### src/rtl/hdmi_tx_link_ctrl.sv
// TMDS link bring-up sequencer: serializer reset, filtered PLL lock, control-token
// settle period, then video pass-through; loss of lock returns the link to reset.
module hdmi_tx_link_ctrl #(
  parameter int unsigned RESET_CYCLES  = 16,
  parameter int unsigned LOCK_FILT     = 64,
  parameter int unsigned LOCK_TIMEOUT  = 262144,
  parameter int unsigned SETTLE_CYCLES = 1024,
  parameter logic [9:0]  CTRL_SYMBOL   = 10'b1101010100,
  parameter logic [9:0]  CLK_PATTERN   = 10'b0000011111
) (
  input  logic             clk_pixel,
  input  logic             reset_n,
  input  logic             pll_locked,
  input  logic             video_en,
  input  logic [2:0][9:0]  tmds_vid_in,
  output logic [3:0][9:0]  tmds_par_out,
  output logic             ser_reset,
  output logic             link_ready,
  output logic [1:0]       link_state,
  output logic [7:0]       relock_count
);

  localparam logic [1:0] ST_HOLD   = 2'd0;
  localparam logic [1:0] ST_WAIT   = 2'd1;
  localparam logic [1:0] ST_SETTLE = 2'd2;
  localparam logic [1:0] ST_ACTIVE = 2'd3;

  localparam logic [19:0] RC_LAST = 20'(RESET_CYCLES - 1);
  localparam logic [19:0] LF_LAST = 20'(LOCK_FILT - 1);
  localparam logic [19:0] LT_LAST = 20'(LOCK_TIMEOUT - 1);
  localparam logic [19:0] SC_LAST = 20'(SETTLE_CYCLES - 1);

  logic             r_sync1;
  logic             r_lock_s;
  logic [1:0]       r_state;
  logic [19:0]      r_cnt;
  logic [19:0]      r_tmo;
  logic [7:0]       r_relock;
  logic [3:0][9:0]  r_par;

  logic [1:0]       w_state_nxt;
  logic [19:0]      w_cnt_nxt;
  logic [19:0]      w_tmo_nxt;
  logic             w_relock_inc;
  logic             w_pass;
  logic [3:0][9:0]  w_par_nxt;

  // Two-flop synchronizer for the asynchronous PLL lock
  always_ff @(posedge clk_pixel or negedge reset_n) begin
    if (!reset_n) begin
      r_sync1  <= 1'b0;
      r_lock_s <= 1'b0;
    end else begin
      r_sync1  <= pll_locked;
      r_lock_s <= r_sync1;
    end
  end

  // Next-state and counter logic
  always_comb begin
    w_state_nxt  = r_state;
    w_cnt_nxt    = r_cnt;
    w_tmo_nxt    = r_tmo;
    w_relock_inc = 1'b0;
    case (r_state)
      ST_HOLD: begin
        if (r_cnt == RC_LAST) begin
          w_state_nxt = ST_WAIT;
          w_cnt_nxt   = 20'd0;
          w_tmo_nxt   = 20'd0;
        end else begin
          w_cnt_nxt = r_cnt + 20'd1;
        end
      end
      ST_WAIT: begin
        w_tmo_nxt = r_tmo + 20'd1;
        if (r_lock_s && (r_cnt == LF_LAST)) begin
          w_state_nxt = ST_SETTLE;
          w_cnt_nxt   = 20'd0;
          w_tmo_nxt   = 20'd0;
        end else if (r_tmo == LT_LAST) begin
          w_state_nxt = ST_HOLD;
          w_cnt_nxt   = 20'd0;
          w_tmo_nxt   = 20'd0;
        end else if (r_lock_s) begin
          w_cnt_nxt = r_cnt + 20'd1;
        end else begin
          w_cnt_nxt = 20'd0;
        end
      end
      ST_SETTLE: begin
        if (!r_lock_s) begin
          w_state_nxt  = ST_HOLD;
          w_cnt_nxt    = 20'd0;
          w_tmo_nxt    = 20'd0;
          w_relock_inc = 1'b1;
        end else if (r_cnt == SC_LAST) begin
          w_state_nxt = ST_ACTIVE;
          w_cnt_nxt   = 20'd0;
        end else begin
          w_cnt_nxt = r_cnt + 20'd1;
        end
      end
      ST_ACTIVE: begin
        if (!r_lock_s) begin
          w_state_nxt  = ST_HOLD;
          w_cnt_nxt    = 20'd0;
          w_tmo_nxt    = 20'd0;
          w_relock_inc = 1'b1;
        end else begin
          w_state_nxt = ST_ACTIVE;
        end
      end
      default: begin
        w_state_nxt = ST_HOLD;
        w_cnt_nxt   = 20'd0;
        w_tmo_nxt   = 20'd0;
      end
    endcase
  end

  // Gating on lock_s too makes the lanes fall back to control tokens on the
  // same edge that leaves ACTIVE, not one cycle later.
  always_comb begin
    w_pass    = (r_state == ST_ACTIVE) && r_lock_s && video_en;
    w_par_nxt = {CLK_PATTERN, CTRL_SYMBOL, CTRL_SYMBOL, CTRL_SYMBOL};
    if (w_pass) begin
      w_par_nxt[2:0] = tmds_vid_in;
    end else begin
      w_par_nxt[2:0] = {CTRL_SYMBOL, CTRL_SYMBOL, CTRL_SYMBOL};
    end
  end

  // State, counters, relock counter and lane registers
  always_ff @(posedge clk_pixel or negedge reset_n) begin
    if (!reset_n) begin
      r_state  <= ST_HOLD;
      r_cnt    <= 20'd0;
      r_tmo    <= 20'd0;
      r_relock <= 8'd0;
      r_par    <= {CLK_PATTERN, CTRL_SYMBOL, CTRL_SYMBOL, CTRL_SYMBOL};
    end else begin
      r_state <= w_state_nxt;
      r_cnt   <= w_cnt_nxt;
      r_tmo   <= w_tmo_nxt;
      r_par   <= w_par_nxt;
      if (w_relock_inc && (r_relock != 8'hFF)) begin
        r_relock <= r_relock + 8'd1;
      end else begin
        r_relock <= r_relock;
      end
    end
  end

  assign tmds_par_out = r_par;
  assign link_state   = r_state;
  assign ser_reset    = (r_state == ST_HOLD);
  assign link_ready   = (r_state == ST_ACTIVE);
  assign relock_count = r_relock;

endmodule
### config.mk
export PLATFORM = sky130hd
export DESIGN_NAME = hdmi_tx_link_ctrl
export DESIGN_NICKNAME = d
export VERILOG_FILES = /design/src/rtl/hdmi_tx_link_ctrl.sv
export SDC_FILE = /design/constraint.sdc
export NUM_CORES = 1
export LEC_CHECK = 0
export ABC_CLOCK_PERIOD_IN_PS = 5100
export BUFFER_PORTS_ARGS = -buffer_cell sky130_fd_sc_hd__buf_2
export CORE_MARGIN = 2
export CORE_UTILIZATION = 45
export DETAILED_ROUTE_END_ITERATION = 12
export GPL_TIMING_DRIVEN = 0
export PLACE_DENSITY_LB_ADDON = 0.05
export SETUP_SLACK_MARGIN = 0.02
export SLEW_MARGIN = 10
export SYNTH_ARGS = -nofsm -noshare
export SYNTH_HDL_FRONTEND = slang
export SYNTH_SLANG_ARGS = --single-unit
### constraint.sdc
create_clock -name clk_pixel -period 5.1 [get_ports clk_pixel]
set_input_delay 0.765 -clock clk_pixel [delete_from_list [all_inputs] [get_ports clk_pixel]]
set_output_delay 0.765 -clock clk_pixel [all_outputs]
set_load 0.05 [all_outputs]
==> impl_metrics.csv, run 1 <==
group,metric,value,unit
outcome,status,"completed",
hold_path,holdPathEnd,"r_lock_s",
global_route,grt_first_pass_wirelength,12.8,mm
critical_path,path_common_cell,"nor2_1",
logic_synthesis,synth_cell_type_count,44,
sta,setup_viol,0,
global_route,grt_pass1_vias,2698,
logic_synthesis,avgSynthCellArea,10.9,µm²
clocking,cts_hold_buf,0,
drt,routedWlPerCell,13.9,µm
clocking,post_cts_resize_count,0,
die,io-pin-count,86,
critical_path,cp_cell_sequence,"ha_1 -> and4_1 -> nand4_2 -> nor4_1 -> nor2_1 -> nor2_2 -> nor2_1",
critical_path,crit_family,"simple AND/OR/NAND/NOR gates",
logic_synthesis,ys_top_cells_by_count,"dfrtp_1, nor2_1, and3_1",
sta,max_slew_margin,36.5,%
power_and_ir_drop,finalPower,1230,µW
finish,register_area,0.00207,mm²
logic_synthesis,yosysWarnings,0,
critical_path,reg2reg_depth,7,
sta,fin_crit,2570,ps
clocking,ctsHtreeMaxLevel,3,
logic_synthesis,syn_inst,345,
finish,drive_above_1_share,30.6,%
power_and_ir_drop,power_leakage,0.00220,µW
die,core_area,0.00813,mm²
hold_path,worstHoldPathType,"reg -> reg",
sta,hold_viol,0,
logic_synthesis,synth_top_cell_by_area,"dfrtp_1",
hold_path,worstHoldPathCells,0,
clocking,cts_made_buffers,9,
global_route,grt_use_total,18.3,%
logic_synthesis,synth-main-ff-cell,"dfrtp_1",
critical_path,end_kind,"register",
hold_path,hp-start,"r_sync1",
logic_synthesis,syn_area,0.00375,mm²
power_and_ir_drop,peakVddDrop,141,µV
placement,dp_cells,534,
finish,nNetsFinal,477,
finish,syn_to_final_growth,21.0,%
logic_synthesis,synth_xor_area_share,7.24,%
flow_run,drv_cap,0,
sta,rsz0062_at_grt,"no",
logic_synthesis,synth_compound_gate_area_share,7.64,%
logic_synthesis,async_reset_ff_share,100,%
logic_synthesis,synth_edf_count,0,
logic_synthesis,synthSimpleGateAreaFrac,23.6,%
power_and_ir_drop,intPower,952,µW
clocking,worst_skew_pair.late_latency,350,ps
logic_synthesis,synth_top_family_by_area,"simple AND/OR/NAND/NOR gates",
power_and_ir_drop,comb_power_share,5.0,%
critical_path,cp_data_arrival_time,2790,ps
logic_synthesis,ys_ff_latch,82,
power_and_ir_drop,powerDensity,271,mW/mm²
finish,diodes,0,
logic_synthesis,yosys.area_share.adder,1.00,%
critical_path,cp_max_fo,9,
critical_path,slowest_stage,"nor4_1",
critical_path,worstSetupPathType,"reg -> reg",
power_and_ir_drop,p_sw_share,22.5,%
die,start_util,46.1,%
critical_path,r2r-start,"r_tmo[0]",
global_route,grt_max_degree,46,
critical_path,critical-path-max-stage-delay,550,ps
logic_synthesis,synth.mux.area_fraction,0.901,%
global_route,antenna_found_initial,0,
drt,wl,7.62,mm
drt,wl_met3,446,µm
finish,nFillCells,730,
finish,multiInputGateArea,0.00155,mm²
drt,drtPass1Iterations,4,
global_route,grt_remaining_overflow,0,
drt,vias,2779,
placement,gp_congestion,0.763,
sta,worst_clock_skew,7.89,ps
placement,dp_hpwl,5.42,mm
placement,portBuffers,75,
finish,final_cell_count_no_fill,550,
drt,wl_met2,3.72,mm
drt,met1_length,3.35,mm
power_and_ir_drop,clock_power_share,41.7,%
critical_path,crit_buf_inv,0,
clocking,root_buffer,"clkbuf_8",
clocking,cts_tree,"done",
critical_path,crit_required,5320,ps
critical_path,reg2reg_to,"r_tmo[19]",
placement,post-place-ws,2570,ps
drt,ant_nets,0,
critical_path,startpoint_type,"register",
logic_synthesis,synth_top_area_share,44.7,%
drt,drc,0,
drt,vias_per_cell,5.05,
clocking,cts.sinks,82,
sta,max_freq,0.390,GHz
die,row_count,33,
clocking,cts.path.max_buffers,2,
sta,fin_setup_tns,0,ps
die,die_y,95.3,µm
logic_synthesis,seq_area_frac_synth,55.2,%
drt,highest_layer,"met4",
drt,drt_iter0_drc,142,
power_and_ir_drop,p_seq_share,53.3,%
logic_synthesis,synth.most_common_cell,"dfrtp_1",
clocking,clkTransAtPathRegs,80,ps
critical_path,rrSetupSlack,2530,ps
die,dieArea,0.00908,mm²
sta,drv_slew,0,
logic_synthesis,synth.area.top_cells,"dfrtp_1, dfstp_2, xor2_1, and3_1, nor2_1",
power_and_ir_drop,p_sw,277,µW
sta,worst_pin_slew,946,ps
sta,fin_crit_sh,50.3,%
die,die_w,95.3,µm
sta,layout_setup_ws,2530,ps
clocking,cts_setup_buffers,0,
## stage by stage
step	utilization (%)	instance area [µm²]	hold slack, ps
global route	55.7	4530	358
finish	55.7	4530	354
CTS	55.7	4530	355
detailed placement	53.1	4320	337
floorplan	-	3780	331
global placement	52.7	4290	332
## power by group through the flow
stage / clock, µW / sequential, µW / combinational, µW
4_1_cts: 529 / 655 / 63.3
5_1_grt: 562 / 656 / 68.6
3_3_place_gp: 0 / 668 / 59.5
2_1_floorplan: 0 / 667 / 33.2
6_report: 512 / 655 / 61.6
3_5_place_dp: 0 / 668 / 63.1
## layout by cell type (no fill, tap or decap), types with 13 or more instances in the layout
cell	Yosys	layout
nand3_1	13	13
dfrtp_1	67	67
buf_2	4	78
dfstp_2	15	15
and3_1	26	26
nand2_1	23	23
nor2_1	40	40
nand2b_1	15	15
xor2_1	20	20
nand4_1	16	16
## flip-flops by register name (all words and copies together) (netlist names)
register / cells
link_state: 2
r_lock_s: 1
r_cnt: 20
r_sync1: 1
r_tmo: 20
tmds_par_out: 30
relock_count: 8
## worst max path at each step
stage | startpoint | end | slack, ps | depth (start not counted)
final | r_tmo[0] | r_tmo[19] | 2530 | 7
after floorplan | link_state[0] | r_tmo[6] | 2700 | 6
after global placement | reset_n | tmds_par_out[23] | 2560 | 1
after CTS | r_tmo[0] | r_cnt[17] | 2520 | 8
after global routing | r_tmo[0] | r_tmo[17] | 2310 | 7
after detailed placement | r_cnt[17] | r_tmo[17] | 2570 | 6
## area by class of cell
cell class | instances | area share, %
flip-flops and latches | 82 | 45.7
repair buffers | 76 | 8.94
well taps | 105 | 2.90
clock buffers | 10 | 2.81
clock inverters | 6 | 2.01
inverters | 6 | 0.497
multi-input cells | 244 | 34.2
plain buffers | 21 | 2.92
## logic make-up (layout without fill, tap and decap cells)
family,Yosys count,in the layout
simple gates,162,162
flops,82,82
compound gates,35,35
xor+xnor,31,31
buf+inv,27,119
fa+ha+maj,3,3
mux,3,3
other cells,2,10
## layer usage
| layer | GRT usage, % | vias to the layer above |
|---|---|---|
| met5 | 0 | - |
| met3 | 4.66 | 10 |
| met4 | 7.85 | 0 |
| li1 | - | 1371 |
| met1 | 24.4 | 1326 |
| met2 | 28.5 | 72 |
(Power assumes the default switching activity.)
==> run 2: changes to the inputs <==
--- a/config.mk
+++ b/config.mk
@@ -5,7 +5,7 @@
 export SDC_FILE = /design/constraint.sdc
 export NUM_CORES = 1
 export LEC_CHECK = 0
-export ABC_CLOCK_PERIOD_IN_PS = 5100
+export ABC_CLOCK_PERIOD_IN_PS = 2530
 export BUFFER_PORTS_ARGS = -buffer_cell sky130_fd_sc_hd__buf_2
 export CORE_MARGIN = 2
 export CORE_UTILIZATION = 45
==> constraint.sdc (replaced) <==
create_clock -name clk_pixel -period 2.53 [get_ports clk_pixel]
set_input_delay 0.3795 -clock clk_pixel [delete_from_list [all_inputs] [get_ports clk_pixel]]
set_output_delay 0.3795 -clock clk_pixel [all_outputs]
set_load 0.05 [all_outputs]
==> impl_metrics.csv, run 2 (synthesis results as in run 1) <==
group,metric,value,unit
drt,drtPass1Iterations,4,
clocking,ctsHtreeMaxLevel,3,
clocking,cts.path.max_buffers,2,
drt,wl,7.73,mm
outcome,status,"completed",
drt,drc,0,
critical_path,worstSetupPathType,"reg -> reg",
die,dieArea,0.00908,mm²
power_and_ir_drop,power_leakage,0.00224,µW
die,start_util,46.1,%
placement,dp_hpwl,5.42,mm
global_route,grt_max_degree,46,
drt,drt_iter0_drc,119,
flow_run,drv_cap,0,
critical_path,end_kind,"register",
power_and_ir_drop,p_seq_share,53.1,%
placement,portBuffers,75,
sta,fin_crit_sh,93.7,%
sta,max_slew_margin,50.5,%
global_route,grt_first_pass_wirelength,12.8,mm
sta,hold_viol,0,
sta,layout_setup_ws,158,ps
critical_path,crit_family,"compound AO/OA/AOI/OAI gates",
critical_path,cp.depth,7,
finish,layout_commonest_cell,"buf_2",
sta,setup_viol,0,
sta,drv_slew,0,
clocking,cts_hold_buf,0,
critical_path,crit_buf_inv,1,
critical_path,startpoint,"r_tmo[0]",
global_route,grt.busiest_layer,"met2",
power_and_ir_drop,peakVddDrop,284,µV
critical_path,cp_max_fo,7,
sta,max_freq,0.422,GHz
critical_path,startpoint_type,"register",
die,die_y,95.3,µm
critical_path,r2r-start,"r_tmo[0]",
finish,diodes,0,
power_and_ir_drop,intPower,1930,µW
finish,largest_reg_flops,30,
sta,fin_setup_tns,0,ps
global_route,grt_use_total,18.3,%
finish,nNetsFinal,483,
die,io-pin-count,86,
power_and_ir_drop,comb_power_share,5.2,%
placement,post-place-ws,-4.15,ps
drt,vias,2788,
power_and_ir_drop,p_sw_share,22.7,%
clocking,cts.sinks,82,
sta,rsz0062_at_grt,"no",
die,row_count,33,
global_route,met3_usage,4.66,%
die,die_w,95.3,µm
drt,ant_nets,0,
sta,fin_crit,2370,ps
clocking,cts_made_buffers,9,
finish,drive_above_1_share,32.6,%
clocking,clkTransAtPathRegs,80,ps
critical_path,critical-path-max-stage-delay,420,ps
critical_path,reg2reg_depth,7,
finish,mostFrequentLayoutCells,"buf_2, dfrtp_1, nor2_1",
sta,worst_hold_slack,1.22,ps
critical_path,rrSetupSlack,160,ps
hold_path,worstHoldPathType,"in -> async",
power_and_ir_drop,powerDensity,538,mW/mm²
power_and_ir_drop,clock_power_share,41.7,%
global_route,grt_pass1_vias,2700,
clocking,cts_tree,"done",
global_route,grt_util_met2,28.5,%
sta,worst_clock_skew,8.20,ps
drt,routedWlPerCell,13.9,µm
sta,worst_pin_slew,737,ps
global_route,use_met1,24.4,%
placement,gp_congestion,0.763,
global_route,antenna_found_initial,0,
global_route,grt_remaining_overflow,0,
critical_path,slowest_stage,"o41ai_4",
critical_path,crit_required,2770,ps
clocking,worst_skew_pair.late_latency,350,ps
power_and_ir_drop,p_sw,565,µW
die,core_area,0.00813,mm²
critical_path,cp_cell_sequence,"ha_1 -> and4_1 -> nand4_2 -> o41ai_4 -> o211ai_4 -> buf_4 -> mux2_2",
finish,syn_to_final_growth,23.4,%
clocking,root_buffer,"clkbuf_8",
critical_path,reg2reg_to,"r_cnt[0]",
critical_path,cp_data_arrival_time,2610,ps
drt,vias_per_cell,5.01,
[run 2: worst max path at each step]
| stage | slack [ps] | end |
|---|---|---|
| 6_report | 160 | r_cnt[0] |
| 5_1_grt | 30 | r_tmo[3] |
| 4_1_cts | -50 | r_cnt[17] |
| 3_5_place_dp | -4 | r_tmo[17] |
| 3_3_place_gp | 5 | r_tmo[15] |
| 2_1_floorplan | 130 | r_tmo[6] |
[run 2: power by group through the flow]
stage | Clock [µW] | Combinational (µW) | Sequential, µW
2_1_floorplan | 0 | 66.8 | 1350
3_3_place_gp | 0 | 120 | 1350
3_5_place_dp | 0 | 127 | 1350
4_1_cts | 1070 | 128 | 1320
5_1_grt | 1130 | 145 | 1320
6_report | 1040 | 131 | 1320
[run 2: layer usage]
layer  part of all wire (%)  vias up  wire length, µm
met5                      0        -                0
met4                    1.1        0               82
met3                    5.3        9              412
met2                     49       65             3820
met1                     44     1331             3420
li1                       -     1383                -
[run 2: what timing repair did]
item / 4_1_cts / 5_1_grt
cloned: 0 / 0
pin swaps: 0 / 4
setup endpoints to repair: 21 / 29
setup buffers: 0 / 6
gates resized for setup: 0 / 7
[run 2: area by class of cell]
cell class / count / area, µm²
multi-input cells: 244 / 1600
flip-flops and latches: 82 / 2070
fillers: 720 / 3510
plain buffers: 21 / 133
inverters: 6 / 22.5
repair buffers: 82 / 450
clock inverters: 6 / 91.3
clock buffers: 10 / 128
well taps: 105 / 131
[run 2: stage by stage]
step	cell area [µm²]	utilization [%]	total power (µW)	std cells
final	4620	56.9	2490	556
after global placement	4290	52.7	1470	533
after detailed placement	4320	53.1	1470	534
after global routing	4620	56.9	2600	556
after floorplan	3780	-	1410	353
after CTS	4530	55.7	2510	550
==> run 3: changes to the inputs <==
--- a/config.mk
+++ b/config.mk
@@ -12,7 +12,7 @@
 export DETAILED_ROUTE_END_ITERATION = 12
 export GPL_TIMING_DRIVEN = 0
 export PLACE_DENSITY_LB_ADDON = 0.05
-export SETUP_SLACK_MARGIN = 0.02
+export SETUP_SLACK_MARGIN = 0.4
 export SLEW_MARGIN = 10
 export SYNTH_ARGS = -nofsm -noshare
 export SYNTH_HDL_FRONTEND = slang
==> impl_metrics.csv, run 3 (synthesis results as in run 1) <==
group,metric,value,unit
outcome,status,"completed",
drt,ant_nets,0,
die,dieArea,0.00908,mm²
critical_path,cp_cell_sequence,"ha_4 -> and4_4 -> nand4_4 -> o41ai_4 -> o211ai_4 -> buf_6 -> mux2_2",
hold_path,worstHoldPathType,"in -> reg",
drt,drt_iter0_drc,94,
finish,syn_to_final_growth,30.8,%
critical_path,slowest_stage,"dfrtp_1",
finish,multiInputGateArea,0.00173,mm²
drt,routedWlPerCell,14.1,µm
global_route,grt_use_total,18.3,%
finish,diodes,0,
sta,layout_setup_ws,406,ps
die,die_w,95.3,µm
critical_path,cp_data_arrival_time,2370,ps
flow_run,drv_cap,0,
critical_path,crit_required,2780,ps
hold_path,holdPathEnd,"r_sync1",
die,die_y,95.3,µm
sta,rsz0062_at_grt,"yes",
critical_path,end_kind,"register",
drt,drc,0,
clocking,cts.path.max_buffers,2,
sta,max_slew_margin,62.5,%
placement,gp_congestion,0.763,
sta,worst_clock_skew,10.0,ps
sta,fin_crit,2120,ps
finish,mostFrequentLayoutCells,"buf_2, dfrtp_1, nor2_1",
clocking,cts_tree,"done",
critical_path,reg2reg_depth,7,
global_route,grt_max_degree,51,
critical_path,rrSetupSlack,410,ps
sta,fin_crit_sh,84.0,%
clocking,cts_made_buffers,9,
power_and_ir_drop,power_leakage,0.00234,µW
sta,drv_slew,0,
critical_path,cp_max_fo,8,
finish,register_area,0.00207,mm²
sta,hold_viol,0,
finish,layout_commonest_cell,"buf_2",
die,core_area,0.00813,mm²
critical_path,critical-path-max-stage-delay,420,ps
placement,dp_hpwl,5.36,mm
global_route,grt_pass1_vias,2704,
die,row_count,33,
placement,portBuffers,75,
global_route,grt_first_pass_wirelength,12.8,mm
global_route,antenna_found_initial,0,
die,start_util,46.1,%
critical_path,reg2reg_to,"r_cnt[0]",
hold_path,hp-start,"pll_locked",
drt,vias,2913,
critical_path,crit_family,"compound AO/OA/AOI/OAI gates",
clocking,clkTransAtPathRegs,90,ps
placement,post-place-ws,-32.4,ps
drt,wl,8.11,mm
clocking,ctsHtreeMaxLevel,3,
sta,worst_pin_slew,559,ps
drt,vias_per_cell,5.06,
finish,drive_above_1_share,39.3,%
finish,largest_reg_flops,30,
sta,fin_setup_tns,0,ps
power_and_ir_drop,peakVddDrop,215,µV
clocking,cts.sinks,82,
sta,max_freq,0.471,GHz
power_and_ir_drop,powerDensity,478,mW/mm²
sta,setup_viol,0,
critical_path,crit_buf_inv,1,
finish,nNetsFinal,503,
drt,drtPass1Iterations,4,
global_route,grt_remaining_overflow,0,
hold_path,worstHoldPathCells,1,
clocking,root_buffer,"clkbuf_8",
clocking,worst_skew_pair.late_latency,370,ps
die,io-pin-count,86,
finish,nFillCells,694,
critical_path,worstSetupPathType,"reg -> reg",
critical_path,r2r-start,"r_tmo[1]",
critical_path,startpoint_type,"register",
-- run 3: cell count changes in the layout (fill, tap and decap cells not counted), moves of 3 or more --
cell     previous run  this run
dfrtp_2             0         3
nor2_2              0         8
buf_6               1        10
dfrtp_1            67        64
nor4_4              1         4
buf_2              78        75
nor2_1             40        33
buf_4              18        30
-- run 3: per-stage QoR --
stage	cells	total power [µW]	hold WS [ps]	cell area, µm²	utilization, %
floorplan	353	1410	83.9	3800	-
global placement	533	1470	342	4310	52.9
detailed placement	534	1470	348	4340	53.3
CTS	559	2360	110	4680	57.5
global route	576	2440	105	4900	60.3
finish	576	2340	127	4900	60.3
-- run 3: timing repair --
item                                    in CTS  in global routing
resized for setup                           19                 30
gates cloned                                 0                  2
pin swaps                                    6                 15
endpoints found under the setup margin      41                 38
buffers inserted                             8                 15
hold buffers                                 1                  0
endpoints found under the hold margin       30                  0
-- run 3: area by class of cell --
type                            instances  share of cell area [%]
Sequential cell                        82                    42.3
Multi-Input combinational cell        245                    35.3
Timing Repair Buffer                  101                    12.5
Buffer                                 21                    3.19
Tap cell                              105                    2.68
Clock buffer                            9                    2.53
Clock inverter                          7                    1.07
Inverter                                6                   0.459
-- run 3: power by group --
part | internal, µW | switching, µW
Combinational | 58.8 | 83.0
Clock | 361 | 519
Sequential | 1320 | 4.96
-- run 3: how the worst max path moves through the flow --
stage,endpoint,start,depth (start not counted),slack [ps]
after floorplan,r_cnt[4],r_cnt[0],8,410
after global routing,r_tmo[17],r_cnt[17],7,290
after CTS,r_tmo[9],r_tmo[0],7,390
after detailed placement,r_tmo[5],r_tmo[0],7,-30
after global placement,r_tmo[9],r_cnt[17],6,-9
final,r_cnt[0],r_tmo[1],7,410
-- run 3: worst reg2reg max path, delay by kind of cell, from the launching register on --
kind	cells	cell delay [ps]
AOI/OAI and AO/OA	2	600
muxes	1	250
buffers and inverters	1	160
DFF	1	420
adders and majority gates	1	170
and+or+nand+nor	2	410
-- run 3: per-layer routing --
layer | wire (µm) | vias to the layer above | track usage [%]
met5 | 0 | - | 0
li1 | - | 1426 | -
met3 | 285 | 10 | 4.58
met1 | 3790 | 1424 | 25.2
met2 | 3910 | 53 | 27.2
met4 | 127 | 0 | 8.45
